**config.mk**
```make
export PLATFORM = sky130hd
export DESIGN_NAME = regfile_wr_arbiter
export DESIGN_NICKNAME = d
export VERILOG_FILES = /design/src/rtl/regfile_ctrl_pkg.sv /design/src/rtl/wr_req_fifo.sv /design/src/rtl/regfile_wr_arbiter.sv
export SDC_FILE = /design/constraint.sdc
export NUM_CORES = 1
export LEC_CHECK = 0
export BUFFER_PORTS_ARGS = -buffer_cell sky130_fd_sc_hd__buf_4
export CORE_ASPECT_RATIO = 0.75
export CORE_MARGIN = 2
export CORE_UTILIZATION = 57
export DETAILED_ROUTE_END_ITERATION = 8
export PLACE_DENSITY = 0.94
export SLEW_MARGIN = 15
export SYNTH_ARGS = -nofsm -noshare
export SYNTH_HDL_FRONTEND = slang
export SYNTH_SLANG_ARGS = --single-unit
```
**constraint.sdc**
```tcl
create_clock -name clk -period 9.5 [get_ports clk]
set_clock_uncertainty 0.2 [all_clocks]
set_input_delay 2.85 -clock clk [delete_from_list [all_inputs] [get_ports clk]]
set_output_delay 2.85 -clock clk [all_outputs]
set_load 0.01 [all_outputs]
```
**src/rtl/regfile_ctrl_pkg.sv**
```systemverilog
// rtl/regfile_ctrl_pkg.sv - shared types for the register-file write-port arbiter
package regfile_ctrl_pkg;

    localparam int RF_AW = 5;
    localparam int RF_DW = 32;

    localparam logic [RF_AW-1:0] ZERO_REG = '0;

    typedef struct packed {
        logic [RF_AW-1:0] rd;
        logic [RF_DW-1:0] wd;
    } wr_req_t;

    typedef enum logic [1:0] {
        GNT_NONE,
        GNT_WB,
        GNT_BUF,
        GNT_BYPASS
    } gnt_e;

endpackage

```
**src/rtl/wr_req_fifo.sv**
```systemverilog
// rtl/wr_req_fifo.sv - circular buffer of pending multi-cycle write requests
module wr_req_fifo
    import regfile_ctrl_pkg::*;
#(
    parameter int DEPTH = 2
) (
    input  logic                       clk,
    input  logic                       rst_n,
    input  logic                       i_push,
    input  wr_req_t                    i_data,
    input  logic                       i_pop,
    output wr_req_t                    o_head,
    output logic [$clog2(DEPTH):0]     o_count
);

    localparam int PW = $clog2(DEPTH);
    localparam int CW = PW + 1;

    wr_req_t          r_mem [DEPTH];
    logic [PW-1:0]    r_wr_ptr;
    logic [PW-1:0]    r_rd_ptr;
    logic [CW-1:0]    r_count;

    // Storage is deliberately unreset; validity is tracked by r_count alone.
    always_ff @(posedge clk) begin
        if (i_push) begin
            r_mem[r_wr_ptr] <= i_data;
        end
    end

    always_ff @(posedge clk or negedge rst_n) begin
        if (!rst_n) begin
            r_wr_ptr <= '0;
            r_rd_ptr <= '0;
            r_count  <= '0;
        end else begin
            if (i_push) begin
                r_wr_ptr <= r_wr_ptr + PW'(1);
            end
            if (i_pop) begin
                r_rd_ptr <= r_rd_ptr + PW'(1);
            end
            case ({i_push, i_pop})
                2'b10:   r_count <= r_count + CW'(1);
                2'b01:   r_count <= r_count - CW'(1);
                default: r_count <= r_count;
            endcase
        end
    end

    assign o_head  = r_mem[r_rd_ptr];
    assign o_count = r_count;

endmodule

```
**src/rtl/regfile_wr_arbiter.sv**
```systemverilog
// rtl/regfile_wr_arbiter.sv - shares the regfile write port between writeback and mul/div results
module regfile_wr_arbiter
    import regfile_ctrl_pkg::*;
#(
    parameter int ADDRESS_WIDTH = RF_AW,
    parameter int DATA_WIDTH    = RF_DW,
    parameter int BUF_DEPTH     = 2,
    parameter int STARVE_LIMIT  = 4
) (
    input  logic                           clk,
    input  logic                           rst_n,
    input  logic                           i_wb_we,
    input  logic [ADDRESS_WIDTH-1:0]       i_wb_rd,
    input  logic [DATA_WIDTH-1:0]          i_wb_wd,
    output logic                           o_wb_hold,
    input  logic                           i_mc_valid,
    output logic                           o_mc_ready,
    input  logic [ADDRESS_WIDTH-1:0]       i_mc_rd,
    input  logic [DATA_WIDTH-1:0]          i_mc_wd,
    input  logic                           i_iss_valid,
    input  logic [ADDRESS_WIDTH-1:0]       i_iss_rd,
    output logic                           o_iss_ready,
    input  logic [ADDRESS_WIDTH-1:0]       i_dec_rs1,
    input  logic [ADDRESS_WIDTH-1:0]       i_dec_rs2,
    input  logic [ADDRESS_WIDTH-1:0]       i_dec_rd,
    input  logic                           i_dec_we,
    output logic                           o_hazard_stall,
    output logic                           o_we3,
    output logic [ADDRESS_WIDTH-1:0]       o_a3,
    output logic [DATA_WIDTH-1:0]          o_wd3,
    output logic [2**ADDRESS_WIDTH-1:0]    o_busy_vec,
    output logic [$clog2(BUF_DEPTH):0]     o_buf_count
);

    localparam int CW   = $clog2(BUF_DEPTH) + 1;
    localparam int NREG = 2**ADDRESS_WIDTH;
    localparam int AGW  = $clog2(STARVE_LIMIT) + 1;
    localparam logic [CW-1:0]  DEPTH_C = CW'(BUF_DEPTH);
    localparam logic [AGW-1:0] AGE_MAX = AGW'(STARVE_LIMIT - 1);

    wr_req_t                   w_head;
    wr_req_t                   w_mc_req;
    logic [CW-1:0]             w_count;
    logic                      w_empty;
    logic                      w_push;
    logic                      w_pop;
    logic                      w_iss_fire;
    gnt_e                      w_gnt;
    logic [ADDRESS_WIDTH-1:0]  w_sel_rd;
    logic [DATA_WIDTH-1:0]     w_sel_wd;
    logic [NREG-1:0]           w_busy_next;

    logic [NREG-1:0]           r_busy;
    logic [AGW-1:0]            r_age;
    logic                      r_wb_hold;

    assign w_empty    = (w_count == '0);
    assign o_mc_ready = (w_count < DEPTH_C);
    assign w_mc_req   = '{rd: i_mc_rd, wd: i_mc_wd};

    always_comb begin
        w_gnt = GNT_NONE;
        if (r_wb_hold && !w_empty) begin
            w_gnt = GNT_BUF;
        end else if (i_wb_we && (i_wb_rd != ZERO_REG)) begin
            w_gnt = GNT_WB;
        end else if (!w_empty) begin
            w_gnt = GNT_BUF;
        end else if (i_mc_valid) begin
            w_gnt = GNT_BYPASS;
        end
    end

    always_comb begin
        w_sel_rd = '0;
        w_sel_wd = '0;
        case (w_gnt)
            GNT_WB:     begin w_sel_rd = i_wb_rd;   w_sel_wd = i_wb_wd;   end
            GNT_BUF:    begin w_sel_rd = w_head.rd; w_sel_wd = w_head.wd; end
            GNT_BYPASS: begin w_sel_rd = i_mc_rd;   w_sel_wd = i_mc_wd;   end
            default:    begin w_sel_rd = '0;        w_sel_wd = '0;        end
        endcase
    end

    // x0 results are consumed like any other but never reach the port.
    assign o_we3 = rst_n && (w_gnt != GNT_NONE) && (w_sel_rd != ZERO_REG);
    assign o_a3  = w_sel_rd;
    assign o_wd3 = w_sel_wd;

    assign w_pop  = (w_gnt == GNT_BUF);
    assign w_push = i_mc_valid && o_mc_ready && (w_gnt != GNT_BYPASS);

    wr_req_fifo #(
        .DEPTH   (BUF_DEPTH)
    ) u_fifo (
        .clk     (clk),
        .rst_n   (rst_n),
        .i_push  (w_push),
        .i_data  (w_mc_req),
        .i_pop   (w_pop),
        .o_head  (w_head),
        .o_count (w_count)
    );

    assign o_iss_ready = ~r_busy[i_iss_rd];
    assign w_iss_fire  = i_iss_valid && o_iss_ready && (i_iss_rd != ZERO_REG);

    // Clear first, then set, so a same-cycle reissue of a committing rd stays busy.
    always_comb begin
        w_busy_next = r_busy;
        if (w_gnt == GNT_BUF || w_gnt == GNT_BYPASS) begin
            w_busy_next[w_sel_rd] = 1'b0;
        end
        if (w_iss_fire) begin
            w_busy_next[i_iss_rd] = 1'b1;
        end
        w_busy_next[0] = 1'b0;
    end

    always_ff @(posedge clk or negedge rst_n) begin
        if (!rst_n) begin
            r_busy    <= '0;
            r_age     <= '0;
            r_wb_hold <= 1'b0;
        end else begin
            r_busy <= w_busy_next;
            if (w_pop || w_empty) begin
                r_age     <= '0;
                r_wb_hold <= 1'b0;
            end else if (r_age == AGE_MAX) begin
                r_age     <= '0;
                r_wb_hold <= 1'b1;
            end else begin
                r_age     <= r_age + AGW'(1);
                r_wb_hold <= 1'b0;
            end
        end
    end

    assign o_wb_hold      = r_wb_hold;
    assign o_busy_vec     = r_busy;
    assign o_buf_count    = w_count;
    assign o_hazard_stall = r_busy[i_dec_rs1] | r_busy[i_dec_rs2] | (i_dec_we & r_busy[i_dec_rd]);

    // The pipeline must not write back while the buffered head is forced onto the port.
    a_no_wb_during_hold: assert property (@(posedge clk) disable iff (!rst_n) !(r_wb_hold && i_wb_we));

endmodule

```
==> results by group, run 1 <==
Synth
  • FF+latch count, synth: about 110
  • Register area share after synthesis: 0.510
  • Most used DFF post-synth: edfxtp_1
  • YS warnings: 0
  • Mean Syn Cell Area: 12.4 µm²
  • Syn_nets: 609
  • Cell count after synthesis: between 500 and 600
  • Netlist cell types: 60
  • Ys async rst share: 0.345
  • Post-synth EDFFs: 74
  • Post-Synthesis Cell Area: 0.00627 mm²

GRT
  • Vias in the first global route: a little over 5000
  • GR Overflow Total: 0
  • Total track usage: 0.304
  • Global-route wire length before repair: approximately 27000 µm
  • Initial antenna violation count: 0
  • Largest net degree at the start of global routing: between 40 and 50

Clock tree
  • CTS resizes: 0
  • # Post-CTS Setup Buffers: 0
  • CTS buffer count: 17
  • Clock Tree Buf Depth: 2
  • Hold buffers post-CTS: 0
  • Num Clock Sinks: 113
  • CTS root buf: clkbuf_16
  • Clock Latency Late Sink: 0.42 ns
  • # H-tree levels: 4
  • Clock slew seen by the registers of the worst setup and hold paths: 0.05 ns
  • CTS tree: built

Placed design
  • Hpwl dp: ~12000 µm
  • Pre-CTS WS: 1.39 ns
  • Port bufs: 174
  • GPL Wtd Cong: 0.957

Critical path
  • Critical path's top delay family: simple AND/OR/NAND/NOR gates
  • Worst flop-to-flop path startpoint: u_fifo.o_count[0]$_DFFE_PN0P_
  • CP max stage cell: nor2_8
  • Crit-path cells: buf_4 > or3_4 > o21a_4 > nor2_8 > o21ai_0 > nand3_1 > nor2_1 > a21oi_1 > buf_4
  • Crit start category: primary input
  • Crit-path max FO: 41
  • Slowest stage delay, CP: about 0.50 ns
  • Crit. End Element: output pin
  • Worst path bufs/invs: 2
  • Crit path from: i_wb_rd[4]
  • CP most frequent cell: buf_4
  • Setup CP Type: primary input to output pin
  • Worst EP arrival: around 5.2 ns
  • Critical Path RT: between 6 and 7 ns

Outcome
  • Status: complete, no violations

Timing
  • Setup TNS: 0 ns
  • Relative slew slack: 0.276
  • Tmin final: 8.20 ns
  • Fmax: 122 MHz
  • Hold Vio Cnt, Final: 0
  • Part of the cycle the worst path needs: 0.863
  • PnR worst setup slack: 1.30 ns
  • RSZ-0062 raised after global routing: no
  • Worst-Margin Slew: 1.08 ns
  • Endpoints failing setup: 0
  • Final hold slack: 0.270 ns
  • Final Max Slew Viols: 0

Pwr
  • Leak Pwr: ~3.4 nW
  • Max IR drop VDD: ~0.00018 V
  • Power Total: 2.37 mW
  • Pwr dens: 288 mW/mm²

Die
  • Die H: 94.8 µm
  • Row cnt: 33
  • Initial Utilization: 0.580
  • Die width: 125 µm
  • Die ar.: between 0.01 and 0.015 mm²
  • Ports: 176
  • Core area: approximately 0.011 mm²

Min path
  • HP Class: flip-flop to flip-flop
  • Startpoint of the worst hold path: r_age[0]$_DFF_PN0_

Route
  • Drt via density: about 6.5
  • Final WL: between 15000 and 20000 µm
  • DR WL/cell: 22.0 µm
  • Initial DRC count: ~900
  • DRT antenna net count: 0
  • Drt drc: 0
  • Total number of vias: 5337
  • Drt first pass iters: 5

Cells and area
  • Fraction of layout cells with a size suffix above 1: 0.387
  • Commonest non-fill, non-tap cell in the layout: buf_4
  • Area growth, synth to finish: 31.0%
  • Final #Nets: 773
  • Most frequent cells in the layout: buf_4, edfxtp_1, nor2_1
  • N_diodes: 0

Run
  • Max cap viols: 0
-- registers in the layout, indices dropped and copies added (netlist names) --
name / count
o_busy_vec: 31
u_fifo.r_mem: 74
o_wb_hold: 1
u_fifo.r_wr_ptr: 1
u_fifo.r_rd_ptr: 1
r_age: 3
u_fifo.o_count: 2
-- layout make-up --
| class | count | area [µm²] |
|---|---|---|
| clock buffer | 17 | 425 |
| timing repair buffer | 176 | 1320 |
| fill | 700 | 2600 |
| inverter | 6 | 25.0 |
| sequential | 113 | 3200 |
| multi-input combinational | 357 | 2920 |
| clock inverter | 15 | 145 |
| tap | 140 | 175 |
-- stage by stage --
stage / utilization / cells / instance area, µm²
finish: 0.759 / 824 / 8210
CTS: 0.759 / 824 / 8210
global route: 0.759 / 824 / 8210
detailed placement: 0.706 / 792 / 7640
global placement: 0.706 / 792 / 7640
floorplan: - / 507 / 6270
-- cell usage after synthesis, types with 4 or more instances --
cell	instances	area, µm²
nor2_1	58	218
buf_2	4	20.0
clkbuf_1	22	82.6
nand2_1	32	120
o21ai_0	27	135
nand3_1	13	65.1
nor3_1	9	45.0
edfxtp_1	74	2220
nand2b_1	8	50.1
a21oi_1	17	85.1
dfrtp_1	39	976
nand3b_1	4	30.0
a22oi_1	4	30.0
o21ai_1	8	40.0
mux2_2	9	101
nor3b_1	5	37.5
a22o_1	4	35.0
inv_1	5	18.8
a221o_1	32	320
mux2i_1	41	410
mux4_2	30	676
xnor2_1	5	43.8
nor2b_1	7	43.8
-- final timing paths --
| kind | to | slack [ns] | cells after the start |
|---|---|---|---|
| setup / recovery | o_we3 | 1.30 | 9 |
| hold / removal | r_age[0]$_DFF_PN0_ | 0.27 | 1 |
| setup reg to reg | o_busy_vec[26]$_DFF_PN0_ | 6.65 | 7 |
| hold reg to reg | r_age[0]$_DFF_PN0_ | 0.27 | 1 |
| max in group asynchronous | u_fifo.r_rd_ptr$_DFFE_PN0P_ | 6.49 | 1 |
| min in group asynchronous | o_busy_vec[22]$_DFF_PN0_ | 2.21 | 1 |
-- cell families after synthesis --
logic type / synth area share
muxes: 0.189
and+or+nand+nor: 0.118
other: 0.000598
buffers and inverters: 0.0263
AOI/OAI and AO/OA: 0.145
adders and majority gates: 0.00399
xor gates and xnor gates: 0.00698
DFF: 0.510
-- report_power, final --
part | leakage, nW | switching [mW] | total, mW | internal, mW
logic | 1.94 | 0.444 | 0.906 | 0.462
clock network | 0.260 | 0.228 | 0.609 | 0.381
registers | 1.16 | 0.185 | 0.851 | 0.666
total | 3.36 | 0.856 | 2.37 | 1.51
-- metal layers --
metal  share of wire  track usage  up-vias  wire length (µm)
met2            0.49        0.477      376              8860
met5               0            0        -                 0
met4           0.028        0.128        0               506
met3            0.11       0.0884       57              1940
li1                -            -     2314                 -
met1            0.38        0.402     2590              6810
(Power assumes the default switching activity.)
==> run 2: changes to the inputs <==
--- a/constraint.sdc
+++ b/constraint.sdc
@@ -4,2 +4,2 @@
 set_output_delay 2.85 -clock clk [all_outputs]
-set_load 0.01 [all_outputs]
+set_load 0.05 [all_outputs]
==> run 2 against run 1 <==
  * Critical path depth unchanged
  * Global-route usage up 0.31 points
  * Non-clock buffer count unchanged
  * Critical endpoint unchanged
  * Highest routed layer unchanged
  * Largest cell class unchanged
  * First-iteration DRC count down 30%
  * Power up 19%
  * Worst setup slack worse by 0.13 ns
  * Flip-flop and latch count unchanged
  * Worst hold slack worse by 0.013 ns
  * Final area up 0.91%
  * Combinational power up 43%
  * Via count up 0.64%
==> results by group, run 2 (synthesis results as in run 1) <==
Outcome
  • Status: complete, no violations

GRT
  • Initial antenna violation count: 0 (unchanged)
  • GR Overflow Total: 0 (unchanged)
  • Vias in the first global route: 5357 (+4.3%)
  • Global-route wire length before repair: 28000 µm (+2.4%)
  • Total track usage: 0.307 (+0.00315)
  • Largest net degree at the start of global routing: 42 (unchanged)

Run
  • Max cap viols: 0 (unchanged)

Clock tree
  • CTS resizes: 0 (unchanged)
  • CTS root buf: clkbuf_16
  • # H-tree levels: 4 (unchanged)
  • # Post-CTS Setup Buffers: 0 (unchanged)
  • Hold buffers post-CTS: 0 (unchanged)
  • Clock slew seen by the registers of the worst setup and hold paths: 0.05 ns (about the same)
  • Clock Tree Buf Depth: 2 (unchanged)
  • CTS buffer count: 17 (unchanged)
  • Clock Latency Late Sink: 0.40 ns (-0.02 ns)
  • Num Clock Sinks: 113 (unchanged)
  • CTS tree: built

Pwr
  • Power Total: 2.82 mW (+19%)
  • Internal power: 1.62 mW (+7.6%)
  • Sw Ratio: 0.425 (+0.0633)
  • Clock share of power: 0.246 (-0.011)
  • Max IR drop VDD: 0.000246 V (+35%)
  • Combinational share of power: 0.459 (+0.076)
  • Leak Pwr: 3.41 nW (+1.5%)
  • Pwr dens: 341 mW/mm² (+18%)
  • Flop pwr share: 0.296 (-0.064)
  • Sw power: 1.20 mW (+40%)

Timing
  • Part of the cycle the worst path needs: 0.876 (+0.0136)
  • Worst-Margin Slew: 1.08 ns (-0.00308 ns)
  • Relative slew slack: 0.278 (+0.00206)
  • Hold Vio Cnt, Final: 0 (unchanged)
  • Fmax: 120 MHz (-1.6%)
  • RSZ-0062 raised after global routing: no
  • Endpoints failing setup: 0 (unchanged)
  • Setup TNS: 0 ns (unchanged)
  • Tmin final: 8.33 ns (+0.129 ns)
  • Final Max Slew Viols: 0 (unchanged)

Placed design
  • Port bufs: 174 (unchanged)
  • Placed cell area: 0.00764 mm² (unchanged)
  • GPL Wtd Cong: 0.924 (-3.4%)
  • Hpwl dp: 12400 µm (-0.35%)
  • Dpl cells: 792 (unchanged)

Route
  • Total number of vias: 5371 (+0.64%)
  • DR WL/cell: 21.9 µm (-0.45%)
  • DRT antenna net count: 0 (unchanged)
  • Drt first pass iters: 6 (+1)
  • Drt drc: 0 (unchanged)
  • Drt via density: 6.53 (+0.76%)
  • Initial DRC count: 628 (-30%)
  • Final WL: 18000 µm (-0.57%)

Cells and area
  • Area growth, synth to finish: 32.2%
  • Fill cells: 686 (-2.0%)
  • Final #Nets: 773 (unchanged)
  • Most frequent cells in the layout: buf_4, edfxtp_1, nor2_1
  • N_diodes: 0 (unchanged)
  • Final Cell Area: 0.00829 mm² (+0.91%)
  • Max reg flops: 74 (unchanged)
  • Footprint of the multi-input gates: 0.00292 mm² (unchanged)
  • Commonest non-fill, non-tap cell in the layout: buf_4
  • Sequential Area: 0.00320 mm² (unchanged)
  • Final Non-Filler Cells: 823 (-0.12%)
  • Largest register by flop count: u_fifo.r_mem
  • Fraction of layout cells with a size suffix above 1: 0.381 (-0.00675)

Critical path
  • Crit. End Element: output pin
  • Crit-path max FO: 23 (-44%)
  • Worst EP arrival: 5.28 ns (+0.13 ns)
  • Crit start category: primary input
  • Setup CP Type: primary input to output pin
  • Critical Path RT: 6.45 ns (about the same)

Die
  • Die width: 125 µm (unchanged)
  • Initial Utilization: 0.580 (unchanged)
  • Die H: 94.8 µm (unchanged)
  • Core area: 0.0108 mm² (unchanged)
  • Die ar.: 0.0119 mm² (unchanged)
  • Row cnt: 33 (unchanged)
  • Ports: 176 (unchanged)

Min path
  • HP Class: flip-flop to flip-flop
run 2: cell count changes in the layout (fill, tap and decap cells not counted):
cell        previous run  this run
clkbuf_1               0         1
clkinv_2               4         1
clkinv_1               1         4
bufinv_16              2         6
clkinvlp_4             7         1
run 2: metal layers:
layer  GRT usage  vias to the layer above  part of all wire
met2       0.497                      341              0.49
met4       0.117                        0             0.028
met1       0.401                     2650              0.38
met5           0                        -                 0
met3      0.0850                       64              0.10
li1            -                     2316                 -
run 2: worst paths after layout:
path	to	cells past startpoint	from	slack, ns
setup / recovery	o_we3	9	i_wb_rd[2]	1.17
hold / removal	r_age[0]$_DFF_PN0_	1	r_age[0]$_DFF_PN0_	0.26
setup reg to reg	o_busy_vec[13]$_DFF_PN0_	8	u_fifo.o_count[0]$_DFFE_PN0P_	6.25
hold reg to reg	r_age[0]$_DFF_PN0_	1	r_age[0]$_DFF_PN0_	0.26
max in group asynchronous	u_fifo.r_rd_ptr$_DFFE_PN0P_	1	rst_n	6.48
min in group asynchronous	o_busy_vec[20]$_DFF_PN0_	1	rst_n	2.23
run 2: cell type report:
class / instances / share of cell area
Timing Repair Buffer: 176 / 0.159
Multi-Input combinational cell: 357 / 0.353
Sequential cell: 113 / 0.386
Clock buffer: 18 / 0.0518
Inverter: 6 / 0.00302
Clock inverter: 13 / 0.0261
Tap cell: 140 / 0.0211
run 2: worst max-delay path, cell delays in order:
cell     delay, ns
buf_4         0.12
or2_1         0.27
a21oi_2       0.21
nand2_1       0.57
a22o_1        0.44
nand3_1       0.31
nor2_1        0.07
a21oi_1       0.19
buf_4         0.23
run 2: per-stage QoR:
step | utilization | worst slack (ns) | hold slack (ns)
after floorplan | - | 1.39 | 0.219
after global placement | 0.706 | 1.34 | 0.230
after detailed placement | 0.706 | 1.29 | 0.252
after CTS | 0.766 | 1.25 | 0.259
after global routing | 0.766 | 1.06 | 0.275
final | 0.766 | 1.17 | 0.257
run 2: power groups by stage:
stage | registers [mW] | logic (mW) | clock network [mW]
2_1_floorplan | 0.994 | 0.708 | 0
3_3_place_gp | 0.819 | 1.25 | 0
3_5_place_dp | 0.831 | 1.28 | 0
4_1_cts | 0.825 | 1.29 | 0.698
5_1_grt | 0.845 | 1.36 | 0.724
6_report | 0.836 | 1.30 | 0.694
==> run 3: changes to the inputs <==
CELL_PAD_IN_SITES_DETAIL_PLACEMENT = 2   (was unset)
CELL_PAD_IN_SITES_GLOBAL_PLACEMENT = 2   (was unset)
CORE_UTILIZATION = 37   (was 57)
GPL_ROUTABILITY_DRIVEN = 0   (was unset)
PLACE_DENSITY = unset   (was 0.94)
PLACE_DENSITY_LB_ADDON = 0.1   (was unset)
==> run 3 against run 2 <==
  * Clock power shrank 11%
  * Cell count rose by 9.5%
  * Critical path depth unchanged
  * Power fell by 2.0%
  * Die area grew 52%
  * Global-route usage decreased by 5.5 points
  * Clock-buffer cell count unchanged
  * Flip-flop and latch count did not move
  * Routed wire length increased by 23%
  * Via count decreased by 2.9%
  * Critical endpoint unchanged
  * Largest power group unchanged
==> results by group, run 3 (synthesis results as in run 1) <==
Outcome
  • Status: complete, no violations

Critical path
  • Crit. End Element: output pin
  • Slowest stage delay, CP: 0.53 ns (-0.04 ns)
  • Setup CP Type: primary input to output pin
  • Worst path bufs/invs: 2 (unchanged)
  • Critical Path RT: 6.45 ns (about the same)
  • Worst EP arrival: 5.27 ns (about the same)
  • Crit-path cells: buf_4 > or3_4 > o21a_4 > nor2_8 > o21ai_0 > nand3_1 > nor2_1 > a21oi_1 > buf_4
  • Crit-path max FO: 41 (+78%)
  • Critical path's top delay family: simple AND/OR/NAND/NOR gates
  • CP max stage cell: nor2_8
  • Crit start category: primary input
  • CP most frequent cell: buf_4

Timing
  • Relative slew slack: 0.506 (+0.228)
  • Endpoints failing setup: 0 (unchanged)
  • Final Max Slew Viols: 0 (unchanged)
  • Hold Vio Cnt, Final: 0 (unchanged)
  • RSZ-0062 raised after global routing: no
  • Worst-Margin Slew: 0.736 ns (-0.344 ns)
  • Part of the cycle the worst path needs: 0.875 (-0.000996)
  • Setup TNS: 0 ns (unchanged)
  • Fmax: 120 MHz (+0.11%)
  • Tmin final: 8.32 ns (-0.00946 ns)

Route
  • Initial DRC count: 280 (-55%)
  • DR WL/cell: 24.6 µm (+12%)
  • Drt first pass iters: 5 (-1)
  • Drt via density: 5.79 (-11%)
  • Total number of vias: 5213 (-2.9%)
  • DRT antenna net count: 0 (unchanged)
  • Drt drc: 0 (unchanged)
  • Final WL: 22100 µm (+23%)

Cells and area
  • N_diodes: 0 (unchanged)
  • Commonest non-fill, non-tap cell in the layout: buf_4
  • Final Cell Area: 0.00836 mm² (+0.80%)
  • Max reg flops: 74 (unchanged)
  • Fraction of layout cells with a size suffix above 1: 0.388 (+0.00708)
  • Final #Nets: 775 (+0.26%)
  • Area growth, synth to finish: 33.3%
  • Largest register by flop count: u_fifo.r_mem
  • Most frequent cells in the layout: buf_4, edfxtp_1, nor2_1

Pwr
  • Max IR drop VDD: 0.000186 V (-24%)
  • Pwr dens: 331 mW/mm² (-2.7%)
  • Leak Pwr: 3.38 nW (-0.82%)

Die
  • Die ar.: 0.0180 mm² (+52%)
  • Die H: 117 µm (+23%)
  • Core area: 0.0167 mm² (+55%)
  • Row cnt: 41 (+24%)
  • Ports: 176 (unchanged)
  • Initial Utilization: 0.375 (-0.205)
  • Die width: 154 µm (+23%)

Clock tree
  • CTS tree: built
  • Clock Tree Buf Depth: 2 (unchanged)
  • Clock slew seen by the registers of the worst setup and hold paths: 0.05 ns (about the same)
  • Num Clock Sinks: 113 (unchanged)
  • CTS resizes: 0 (unchanged)
  • CTS buffer count: 17 (unchanged)
  • Clock Latency Late Sink: 0.42 ns (+0.02 ns)
  • CTS root buf: clkbuf_16
  • Hold buffers post-CTS: 0 (unchanged)
  • # H-tree levels: 4 (unchanged)
  • # Post-CTS Setup Buffers: 0 (unchanged)

GRT
  • Total track usage: 0.251 (-0.0554)
  • Initial antenna violation count: 0 (unchanged)
  • Vias in the first global route: 5535 (+3.3%)
  • Largest net degree at the start of global routing: 42 (unchanged)
  • Global-route wire length before repair: 33700 µm (+20%)
  • GR Overflow Total: 0 (unchanged)

Placed design
  • Hpwl dp: 16200 µm (+31%)
  • Placed cell area: 0.00774 mm² (+1.2%)
  • Port bufs: 174 (unchanged)

Run
  • Max cap viols: 0 (unchanged)

Min path
  • HP Class: flip-flop to flip-flop
==> run 3: changes by cell type in the layout (fill, tap and decap cells not counted), sizes merged <==
cell      previous run  this run
clkinvlp             1         6
bufinv               6         2
buf                176       178
clkinv               6         5
inv                  6         7
==> run 3: layout make-up <==
cell class | count | area [µm²]
multi-input cells | 357 | 2920
flip-flops and latches | 113 | 3200
clock buffers | 18 | 429
clock inverters | 14 | 141
repair buffers | 178 | 1370
well taps | 215 | 269
inverters | 6 | 25.0
fillers | 1677 | 8370
==> run 3: path summary, 6_finish.rpt <==
check,start,endpoint,slack (ns),cells after the start
min in group asynchronous,rst_n,o_busy_vec[1]$_DFF_PN0_,2.21,1
min,r_age[0]$_DFF_PN0_,r_age[0]$_DFF_PN0_,0.24,1
max,i_wb_rd[4],o_we3,1.18,9
max reg2reg,u_fifo.r_rd_ptr$_DFFE_PN0P_,o_busy_vec[26]$_DFF_PN0_,6.39,7
max in group asynchronous,rst_n,u_fifo.r_rd_ptr$_DFFE_PN0P_,6.47,1
min reg2reg,r_age[0]$_DFF_PN0_,r_age[0]$_DFF_PN0_,0.24,1
==> run 3: per-layer routing <==
layer	vias up	GRT usage	share of wire
li1	2321	-	-
met1	2710	0.340	0.44
met4	0	0.0685	0.012
met2	159	0.415	0.49
met5	-	0	0
met3	23	0.0564	0.057
==> run 3: worst reg2reg max path: stages (launching register included) <==
cell,delay (ns)
dfrtp_2,0.35
buf_4,0.55
mux2_2,0.34
a31oi_1,0.10
o2bb2ai_2,0.62
nand3_1,0.41
o21ai_0,0.26
o21ai_0,0.14
==> run 3: per-stage QoR <==
step	hold WS, ns	power (mW)	util	setup WS [ns]	instances
6_report	0.245	2.77	0.500	1.18	901
5_1_grt	0.283	2.90	0.500	1.08	901
4_1_cts	0.250	2.78	0.497	1.16	899
3_5_place_dp	0.245	2.15	0.463	1.16	867
3_3_place_gp	0.235	2.10	0.463	1.37	867
2_1_floorplan	0.219	1.70	-	1.39	507
==> run 3: report_power, final <==
| part | internal, mW | total, mW | switching (mW) |
|---|---|---|---|
| registers | 0.666 | 0.814 | 0.149 |
| clock network | 0.383 | 0.617 | 0.234 |
| logic | 0.482 | 1.34 | 0.856 |
| total | 1.53 | 2.77 | 1.24 |
